$ cat config.mk
export PLATFORM = sky130hd
export DESIGN_NAME = freq_bcd_formatter
export DESIGN_NICKNAME = d
export VERILOG_FILES = /design/src/rtl/freq_bcd_formatter_pkg.sv /design/src/rtl/freq_bcd_formatter_add3.sv /design/src/rtl/freq_bcd_formatter.sv
export SDC_FILE = /design/constraint.sdc
export NUM_CORES = 1
export LEC_CHECK = 0
export BUFFER_PORTS_ARGS = -buffer_cell sky130_fd_sc_hd__buf_2
export CORE_AREA = 2 2 98 119
export DETAILED_ROUTE_END_ITERATION = 6
export DIE_AREA = 0 0 100 121
export PLACE_DENSITY = 0.88
export REMOVE_ABC_BUFFERS = 1
export SETUP_SLACK_MARGIN = 0.02
export SLEW_MARGIN = 20
export SYNTH_ARGS = -nofsm -noshare
export SYNTH_HDL_FRONTEND = slang
export SYNTH_SLANG_ARGS = --single-unit
$ cat constraint.sdc
create_clock -name sys_clk -period 14.9 [get_ports sys_clk]
set_input_delay 2.98 -clock sys_clk [delete_from_list [all_inputs] [get_ports sys_clk]]
set_output_delay 2.98 -clock sys_clk [all_outputs]
set_load 0.01 [all_outputs]
$ cat src/rtl/freq_bcd_formatter_pkg.sv
// Shared constants and state encoding for the frequency-to-BCD formatter.
package freq_fmt_pkg;

    localparam int INT_W       = 16;
    localparam int FRAC_W      = 8;
    localparam int N_DIG       = 5;
    localparam int CONV_CYCLES = 16;
    localparam int FRAC_MULT   = 100;

    // Hundredths value 0..99 needs 7 bits; two BCD digits hold it.
    localparam int FRAC_H_W    = 7;
    localparam int FRAC_DIG    = 2;

    typedef enum logic [1:0] {
        ST_IDLE = 2'd0,
        ST_CONV = 2'd1,
        ST_DONE = 2'd2
    } state_t;

endpackage

$ cat src/rtl/freq_bcd_formatter_add3.sv
// Double-dabble correction for one BCD nibble: add 3 when the digit is 5 or more.
module bcd_add3 (
    input  logic [3:0] i_nib,
    output logic [3:0] o_nib
);

    assign o_nib = (i_nib >= 4'd5) ? (i_nib + 4'd3) : i_nib;

endmodule

$ cat src/rtl/freq_bcd_formatter.sv
// Converts a Q16.8 frequency into five integer BCD digits, two hundredths
// digits and a leading-zero blanking mask using serial double-dabble.
//
// state | meaning
// IDLE  | waiting for a request
// CONV  | shifting one bit per cycle through the BCD engines
// DONE  | result registered out; next conversion may start here
module freq_bcd_formatter
    import freq_fmt_pkg::*;
#(
    parameter int INT_W  = freq_fmt_pkg::INT_W,
    parameter int FRAC_W = freq_fmt_pkg::FRAC_W,
    parameter int N_DIG  = freq_fmt_pkg::N_DIG
) (
    input  logic                      sys_clk,
    input  logic                      sys_rst,
    input  logic                      OE,
    input  logic [INT_W+FRAC_W-1:0]   frequency,
    input  logic                      data_en,
    output logic [4*N_DIG-1:0]        int_bcd,
    output logic [4*FRAC_DIG-1:0]     frac_bcd,
    output logic [N_DIG-1:0]          blank_mask,
    output logic                      bcd_valid,
    output logic                      busy
);

    localparam int W     = INT_W + FRAC_W;
    localparam int CNT_W = $clog2(CONV_CYCLES);

    state_t                  r_state;
    state_t                  w_state_nxt;
    logic                    r_den_prev;
    logic                    r_pend;
    logic [W-1:0]            r_pend_val;
    logic [W-1:0]            r_last;

    logic [INT_W-1:0]        r_bin;
    logic [4*N_DIG-1:0]      r_ibcd;
    logic [FRAC_H_W-1:0]     r_fsh;
    logic [4*FRAC_DIG-1:0]   r_fbcd;
    logic [CNT_W-1:0]        r_cnt;

    logic [4*N_DIG-1:0]      r_int_bcd;
    logic [4*FRAC_DIG-1:0]   r_frac_bcd;
    logic [N_DIG-1:0]        r_blank_mask;
    logic                    r_bcd_valid;

    logic                    w_req;
    logic                    w_capture;
    logic                    w_cap_from_pend;
    logic                    w_pend_set;
    logic                    w_pend_clr;
    logic                    w_load_out;
    logic [W-1:0]            w_cap_val;
    logic [FRAC_H_W-1:0]     w_frac_h;
    logic [4*N_DIG-1:0]      w_ibcd_adj;
    logic [4*FRAC_DIG-1:0]   w_fbcd_adj;
    logic [N_DIG-1:0]        w_mask;

    // A new value arrives on a rising data_en, or while data_en stays high
    // and the frequency differs from the most recently accepted value.
    assign w_req = OE & data_en & (~r_den_prev | (frequency != r_last));

    assign w_cap_val = w_cap_from_pend ? r_pend_val : frequency;

    // Truncated hundredths: (fraction * 100) >> FRAC_W.
    assign w_frac_h = FRAC_H_W'(((FRAC_W+FRAC_H_W)'(w_cap_val[FRAC_W-1:0])
                                 * (FRAC_W+FRAC_H_W)'(FRAC_MULT)) >> FRAC_W);

    for (genvar d = 0; d < N_DIG; d++) begin : g_int_add3
        bcd_add3 u_add3 (
            .i_nib (r_ibcd[4*d +: 4]),
            .o_nib (w_ibcd_adj[4*d +: 4])
        );
    end

    for (genvar d = 0; d < FRAC_DIG; d++) begin : g_frac_add3
        bcd_add3 u_add3 (
            .i_nib (r_fbcd[4*d +: 4]),
            .o_nib (w_fbcd_adj[4*d +: 4])
        );
    end

    // Leading-zero mask: a digit blanks only if it and every higher digit are zero.
    always_comb begin
        logic lz;
        w_mask = '0;
        lz     = 1'b1;
        for (int i = N_DIG - 1; i >= 1; i--) begin
            lz        = lz & (r_ibcd[4*i +: 4] == 4'd0);
            w_mask[i] = lz;
        end
    end

    // Next-state and control decode; OE low forces IDLE with no side effects.
    always_comb begin
        w_state_nxt     = r_state;
        w_capture       = 1'b0;
        w_cap_from_pend = 1'b0;
        w_pend_set      = 1'b0;
        w_pend_clr      = 1'b0;
        w_load_out      = 1'b0;
        if (!OE) begin
            w_state_nxt = ST_IDLE;
        end else begin
            unique case (r_state)
                ST_IDLE: begin
                    if (w_req) begin
                        w_capture   = 1'b1;
                        w_state_nxt = ST_CONV;
                    end
                end
                ST_CONV: begin
                    w_pend_set = w_req;
                    if (r_cnt == CNT_W'(CONV_CYCLES - 1)) begin
                        w_state_nxt = ST_DONE;
                    end
                end
                ST_DONE: begin
                    w_load_out = 1'b1;
                    w_pend_clr = 1'b1;
                    if (w_req) begin
                        w_capture   = 1'b1;
                        w_state_nxt = ST_CONV;
                    end else if (r_pend) begin
                        w_capture       = 1'b1;
                        w_cap_from_pend = 1'b1;
                        w_state_nxt     = ST_CONV;
                    end else begin
                        w_state_nxt = ST_IDLE;
                    end
                end
                default: w_state_nxt = ST_IDLE;
            endcase
        end
    end

    // State, edge detect, last-accepted value and the one-deep pending buffer.
    always_ff @(posedge sys_clk) begin
        if (!sys_rst) begin
            r_state    <= ST_IDLE;
            r_den_prev <= 1'b0;
            r_pend     <= 1'b0;
            r_pend_val <= '0;
            r_last     <= '0;
        end else begin
            r_state    <= w_state_nxt;
            r_den_prev <= OE & data_en;
            if (w_capture && !w_cap_from_pend) begin
                r_last <= frequency;
            end
            if (!OE || w_pend_clr) begin
                r_pend <= 1'b0;
            end else if (w_pend_set) begin
                r_pend     <= 1'b1;
                r_pend_val <= frequency;
                r_last     <= frequency;
            end
        end
    end

    // Shift engines: integer runs all cycles, fraction only for its 7 bits.
    always_ff @(posedge sys_clk) begin
        if (!sys_rst) begin
            r_bin  <= '0;
            r_ibcd <= '0;
            r_fsh  <= '0;
            r_fbcd <= '0;
            r_cnt  <= '0;
        end else if (w_capture) begin
            r_bin  <= w_cap_val[W-1:FRAC_W];
            r_ibcd <= '0;
            r_fsh  <= w_frac_h;
            r_fbcd <= '0;
            r_cnt  <= '0;
        end else if (r_state == ST_CONV && OE) begin
            {r_ibcd, r_bin} <= {w_ibcd_adj, r_bin} << 1;
            if (r_cnt < CNT_W'(FRAC_H_W)) begin
                {r_fbcd, r_fsh} <= {w_fbcd_adj, r_fsh} << 1;
            end
            r_cnt <= r_cnt + 1'b1;
        end
    end

    // Result registers update only in DONE; valid is a single-cycle strobe.
    always_ff @(posedge sys_clk) begin
        if (!sys_rst) begin
            r_int_bcd    <= '0;
            r_frac_bcd   <= '0;
            r_blank_mask <= {{(N_DIG-1){1'b1}}, 1'b0};
            r_bcd_valid  <= 1'b0;
        end else begin
            r_bcd_valid <= w_load_out;
            if (w_load_out) begin
                r_int_bcd    <= r_ibcd;
                r_frac_bcd   <= r_fbcd;
                r_blank_mask <= w_mask;
            end
        end
    end

    assign int_bcd    = r_int_bcd;
    assign frac_bcd   = r_frac_bcd;
    assign blank_mask = r_blank_mask;
    assign bcd_valid  = r_bcd_valid;
    assign busy       = (r_state != ST_IDLE);

endmodule
======== After elaboration in Yosys (flattened, before gate mapping) ========
Cells that the tools add are included.
word-level totals
  flip-flop bits (word level) ............. 140
  input port bits ......................... 28
  output and inout bits ................... 35
  logic and storage cells ................. 99
cells by class
  add/sub/neg operators ................... 8
  $mul .................................... 1
  $lt $le $gt $ge ......................... 8
  equality and inequality tests ........... 6
  muxes and demuxes ....................... 33
  bitwise operators ....................... 9
  reduce and logical (&&, ||, !) cells .... 20
operators by type and width
  operator                count
  $mux W24                4
  $mux W16                2
  $ge A4 B3 Y1 const B    7
  $ne A24 B24 Y1          1
  $mux W7                 3
  $add A4 B2 Y4 const B   5
  $mux W4                 5
  $logic_not A4 Y1        4
  $mul A8 B5 Y13 const B  1
  $mux W1                 13
  $reduce_and A2 Y1       5
  $add A3 B2 Y3 const B   2
  $mux W3                 2
  $pmux W2 S3             1
  $reduce_bool A2 Y1      3
  $and A1 B1 Y1           5
  $add A4 B1 Y4 const B   1
  $eq A4 B4 Y1 const B    1
  $lt A4 B3 Y1 const B    1
  $mux W2                 2
  $ne A2 B2 Y1 const B    2
  $reduce_or A2 Y1        2
  $not A1 Y1              3
  $eq A2 B1 Y1 const B    1
  other kinds (7)         9

======== Longest topological paths before layout ========
  word-level depth ........................ 11
  depth in mapped cells ................... 22
  depth with buffers taken out ............ 18

======== Modules after synthesis ========
Synthesis repeated with hierarchy kept, for this count alone.
unflattened totals
  cells, all modules ...................... 846
  area total of the unflattened synthesis .. 6936.7 µm²
modules (own cells, without submodules)
  module              times used  cells an instance  area an instance (µm²)  seq. area each (µm²)
  freq_bcd_formatter  1           734                6227.2                  2802.7
  bcd_add3            7           16                 101.3                   0.0

======== Worst setup path before layout ========
OpenSTA, ideal clock, no wires.
  path type ............................... input-to-reg
  from .................................... input frequency[12]
  to ...................................... register r_fsh[5]
  setup time .............................. 122 ps
  data arrival time ....................... 7770 ps
  required time ........................... 14778 ps
  path slack .............................. 7008 ps
  stages on the path ...................... 21
  path buffers ............................ 4
  cell sequence ........................... xnor2_1 nand4_1 or4_1 nor3_1 or2_1 buf_2 nor2b_1 buf_2 buf_4 buf_4 mux2_2 ha_1 ha_1 fa_1 ha_1 a21o_2 a21oi_1 o21ai_2 a41oi_2 a211oi_1 a311o_1
on the way
  cells in the longest elaborated chain, start to end .. 9
  elaborated cells between the ends (all ways) .. 16
  classes of those cells .................. 1 x mul; 1 x eq/ne; 9 x mux; 2 x bitwise; 3 x reduce/logical
RTL lines
  element                 RTL line                   RTL
  start: declaration      freq_bcd_formatter.sv:18   input logic [INT_W+FRAC_W-1:0] frequency,
  $ne A24 B24 Y1 (*)      freq_bcd_formatter.sv:62   assign w_req = OE & data_en & (~r_den_prev | (frequency != r_last));
  $or A1 B1 Y1 (*)        freq_bcd_formatter.sv:62
  $and A1 B1 Y1 (*)       freq_bcd_formatter.sv:62
  $mux W1                 freq_bcd_formatter.sv:122  if (w_req) begin
  $mux W1                 freq_bcd_formatter.sv:106  unique case (r_state)
  $mux W1                 freq_bcd_formatter.sv:103  if (!OE) begin
  $mux W24                freq_bcd_formatter.sv:64   assign w_cap_val = w_cap_from_pend ? r_pend_val : frequency;
  $mul A8 B5 Y13          freq_bcd_formatter.sv:68   * (FRAC_W+FRAC_H_W)'(FRAC_MULT)) >> FRAC_W);
  $mux W7                 freq_bcd_formatter.sv:170  end else if (w_capture) begin
  end signal: assignment  freq_bcd_formatter.sv:173  r_fsh <= w_frac_h;
  end signal: assignment  freq_bcd_formatter.sv:179  {r_fbcd, r_fsh} <= {w_fbcd_adj, r_fsh} << 1;
  end: declaration        freq_bcd_formatter.sv:39   logic [FRAC_H_W-1:0] r_fsh;
Every way passes the cells marked *; elsewhere a longest branch is shown, timed or not.
A chain may end at the register's enable or synchronous reset.

======== Worst setup path after layout ========
  from .................................... input frequency[16]
  to ...................................... register r_fsh[5]
The elaborated chain is that of the path after synthesis.

==> run metrics <==
leading area contributor after synthesis=dfxtp_1; Initial Util=63.0%; crit-path max FO=36; final setup violation count=0; Worst path max stage delay=0.56 ns; DP Area=7210 um^2; GRT Util Overall=26.3%; sequential fraction of the synthesis area=40.7%; vias in the first global route=5656; Antenna Cells=0; Final min period=7.90 ns; Buffers on Ports=61; hold crit path type=flip-flop to flip-flop; die height=121 um; initial antenna violation count=0; CP bufs+invs=2; Clock Skew=0.00934 ns; Reg power frac=44.3%; Int Power=0.000669 W; Max Cap Viol=0; Fmax=0.127 GHz; slew at the pin closest to its max-slew limit=1.10 ns; TritonCTS clock tree=done; top-level I/O count=63; Post-synth EDFFs=0; Finished Cell Area=7760 um^2; most frequent cells in the layout=214 x nand2_1, 140 x dfxtp_1, 136 x a21oi_1; CTS max path bufs=2; YS warnings=0; largest net degree at the start of global routing=71; Slowest-stage cell, CP=or4_1; Hold Violations, Final=0; clk sinks=140; root buf cell=clkbuf_16; Main synth FF type=dfxtp_1; Final Max Tran Viols=0; PwrDens=113 nW/um^2; RD Place Congestion=0.829; power share of the clock group=46.0%; TNS Setup=0 ns; largest vdd supply drop=72.4 uV; Die Width=100 um; layout cells sized above 1=12.2%; Syn Inst Count=869; Post-CTS Setup Repair Bufs=0; Post-layout nets=980; Startpoint Class=primary input; initial DRC count=292; crit path cell chain=buf_2 > xnor2_1 > nand4_1 > or4_1 > nor3_1 > or2_1 > nor2b_2 > buf_4 > mux2_2 > ha_1 > ha_1 > fa_1 > ha_1 > a21o_2 > a21oi_1 > o21ai_2 > a41oi_2 > a211oi_1 > a311o_1; outcome=finished clean; Syn Std Cell Area=6890 um^2; crit path kind=primary input to flip-flop; LEAKAGE=3.01 nW; combinational power share=9.8%; Wirelength per Cell=14.4 um; top cell type's share of synthesized area=40.7%; worst rel slew slack=26.6%; PostCTS Resize Cnt=0; worst skew pair latency=0.42 ns; CP dominant cell by count=ha_1; DRT antenna net count=0; first-pass GRT wire length=25.7 mm; Synth cell types=51; Final period util=53.0%; commonest non-fill, non-tap cell in the layout=nand2_1; core area=10900 um^2; clk slew on worst S/H paths=0.06 ns; Residual DRC=0; vias after detailed routing=5974; router iterations before antenna repair=6; Async SR Flop Fraction=0%; top cells by area, synth=dfxtp_1 41%, nand2_1 12%, a21oi_1 9.9%; Worst Setup End Kind=flip-flop; grt total ovfl=0; DRT Wirelength=15.1 mm; Critical Path RT=15.21 ns; CTS Buf Count=17; cell family with most CP delay=adder cells; FP Rows=42; DP HPWL=9.84 mm; final setup margin=7.00 ns; Psw=0.000209 W; Layout area overhead=12.7%; Die Area=12100 um^2; switching share of power=23.8%; CTS Hold Bufs=0; vias per std cell=5.69; Worst Path Arrival=8.20 ns; RSZ-0062 raised after global routing=no; Syn Area/Cell=7.93 um^2; H-tree depth=4; synthesized flop and latch total=140; pre-CTS setup slack=6.64 ns
cell type report:
| cell class | count | area (um^2) |
|---|---|---|
| multi-input cells | 655 | 3790 |
| fillers | 879 | 3170 |
| flip-flops and latches | 140 | 2800 |
| clock buffers | 22 | 464 |
| repair buffers | 68 | 358 |
| well taps | 132 | 165 |
| clock inverters | 8 | 93.8 |
| inverters | 24 | 90.1 |
Yosys cell counts (3+ instances only):
cell and instances:
nand2_1 214, dfxtp_1 140, a21oi_1 136, nor2_1 59, ha_1 44, clkbuf_1 39
xnor2_1 24, inv_1 23, xor2_1 17, a211oi_1 16, nand3_1 16, nor2b_1 15
o21ai_0 14, a311oi_1 13, mux2_2 9, nand4_1 9, nand2b_1 7, mux2i_1 6
nor3_1 6, buf_4 5, and3_1 4, buf_1 4, nor3b_1 4, a21o_1 3
a22oi_1 3, nor4_1 3, o211ai_1 3, or3_1 3, or4_1 3
state kept, by name (all words and copies together), names as in the netlist, 7 cells and up:
name / cells
frac_bcd: 8
int_bcd: 20
r_bin: 16
r_fbcd: 8
r_fsh: 7
r_ibcd: 20
r_last: 24
r_pend_val: 24
metal layers:
layer	global-route usage, %	vias to the layer above	routed length [um]
li1	-	3019	-
met1	32.5	2779	6550
met2	44.6	152	7570
met3	7.03	24	736
met4	8.39	0	267
met5	0	-	0
power by group through the flow:
stage	logic (W)	registers, W	clock network (W)
finish	0.0000858	0.000389	0.000404
global route	0.0000959	0.000390	0.000424
CTS	0.0000856	0.000389	0.000407
detailed placement	0.0000838	0.000396	0
global placement	0.0000811	0.000396	0
floorplan	0.0000596	0.000395	0
per-stage QoR:
stage / std cells / power (W) / hold WS [ns] / util [%]
after global routing: 1049 / 0.000909 / 0.473 / 71.0
final: 1049 / 0.000878 / 0.447 / 71.0
after global placement: 1019 / 0.000477 / 0.439 / 65.9
after floorplan: 819 / 0.000455 / 0.432 / -
after CTS: 1049 / 0.000881 / 0.451 / 71.0
after detailed placement: 1019 / 0.000480 / 0.443 / 65.9
final timing paths:
| check | cells after the start | slack [ns] | endpoint | startpoint |
|---|---|---|---|---|
| worst max-delay path | 19 | 7.00 | r_fsh[5] | frequency[16] |
| worst min-delay path | 2 | 0.45 | int_bcd[19] | int_bcd[19] |
| worst max register to register | 18 | 9.39 | r_fsh[5] | r_last[16] |
| worst min register to register | 2 | 0.45 | int_bcd[19] | int_bcd[19] |
cells by family after synthesis:
logic type,count (synthesis),synth area share [%]
compound gates,200,16.9
flops,140,40.7
xor+xnor,41,5.21
other cells,1,0.0544
mux,15,2.34
simple gates,352,21.9
fa+ha+maj,46,8.57
buf+inv,74,4.34
worst reg2reg max path, cell delays in order (launching register included):
cell,delay [ns]
dfxtp_1,0.32
xnor2_1,0.28
nand4_1,0.12
or4_1,0.56
nor3_1,0.19
or2_1,0.24
nor2b_2,0.17
buf_4,0.37
mux2_2,0.42
ha_1,0.30
ha_1,0.31
fa_1,0.48
ha_1,0.37
a21o_2,0.21
a21oi_1,0.22
o21ai_2,0.13
a41oi_2,0.28
a211oi_1,0.11
a311o_1,0.32
Note: power is estimated with default switching activity, not from simulation.
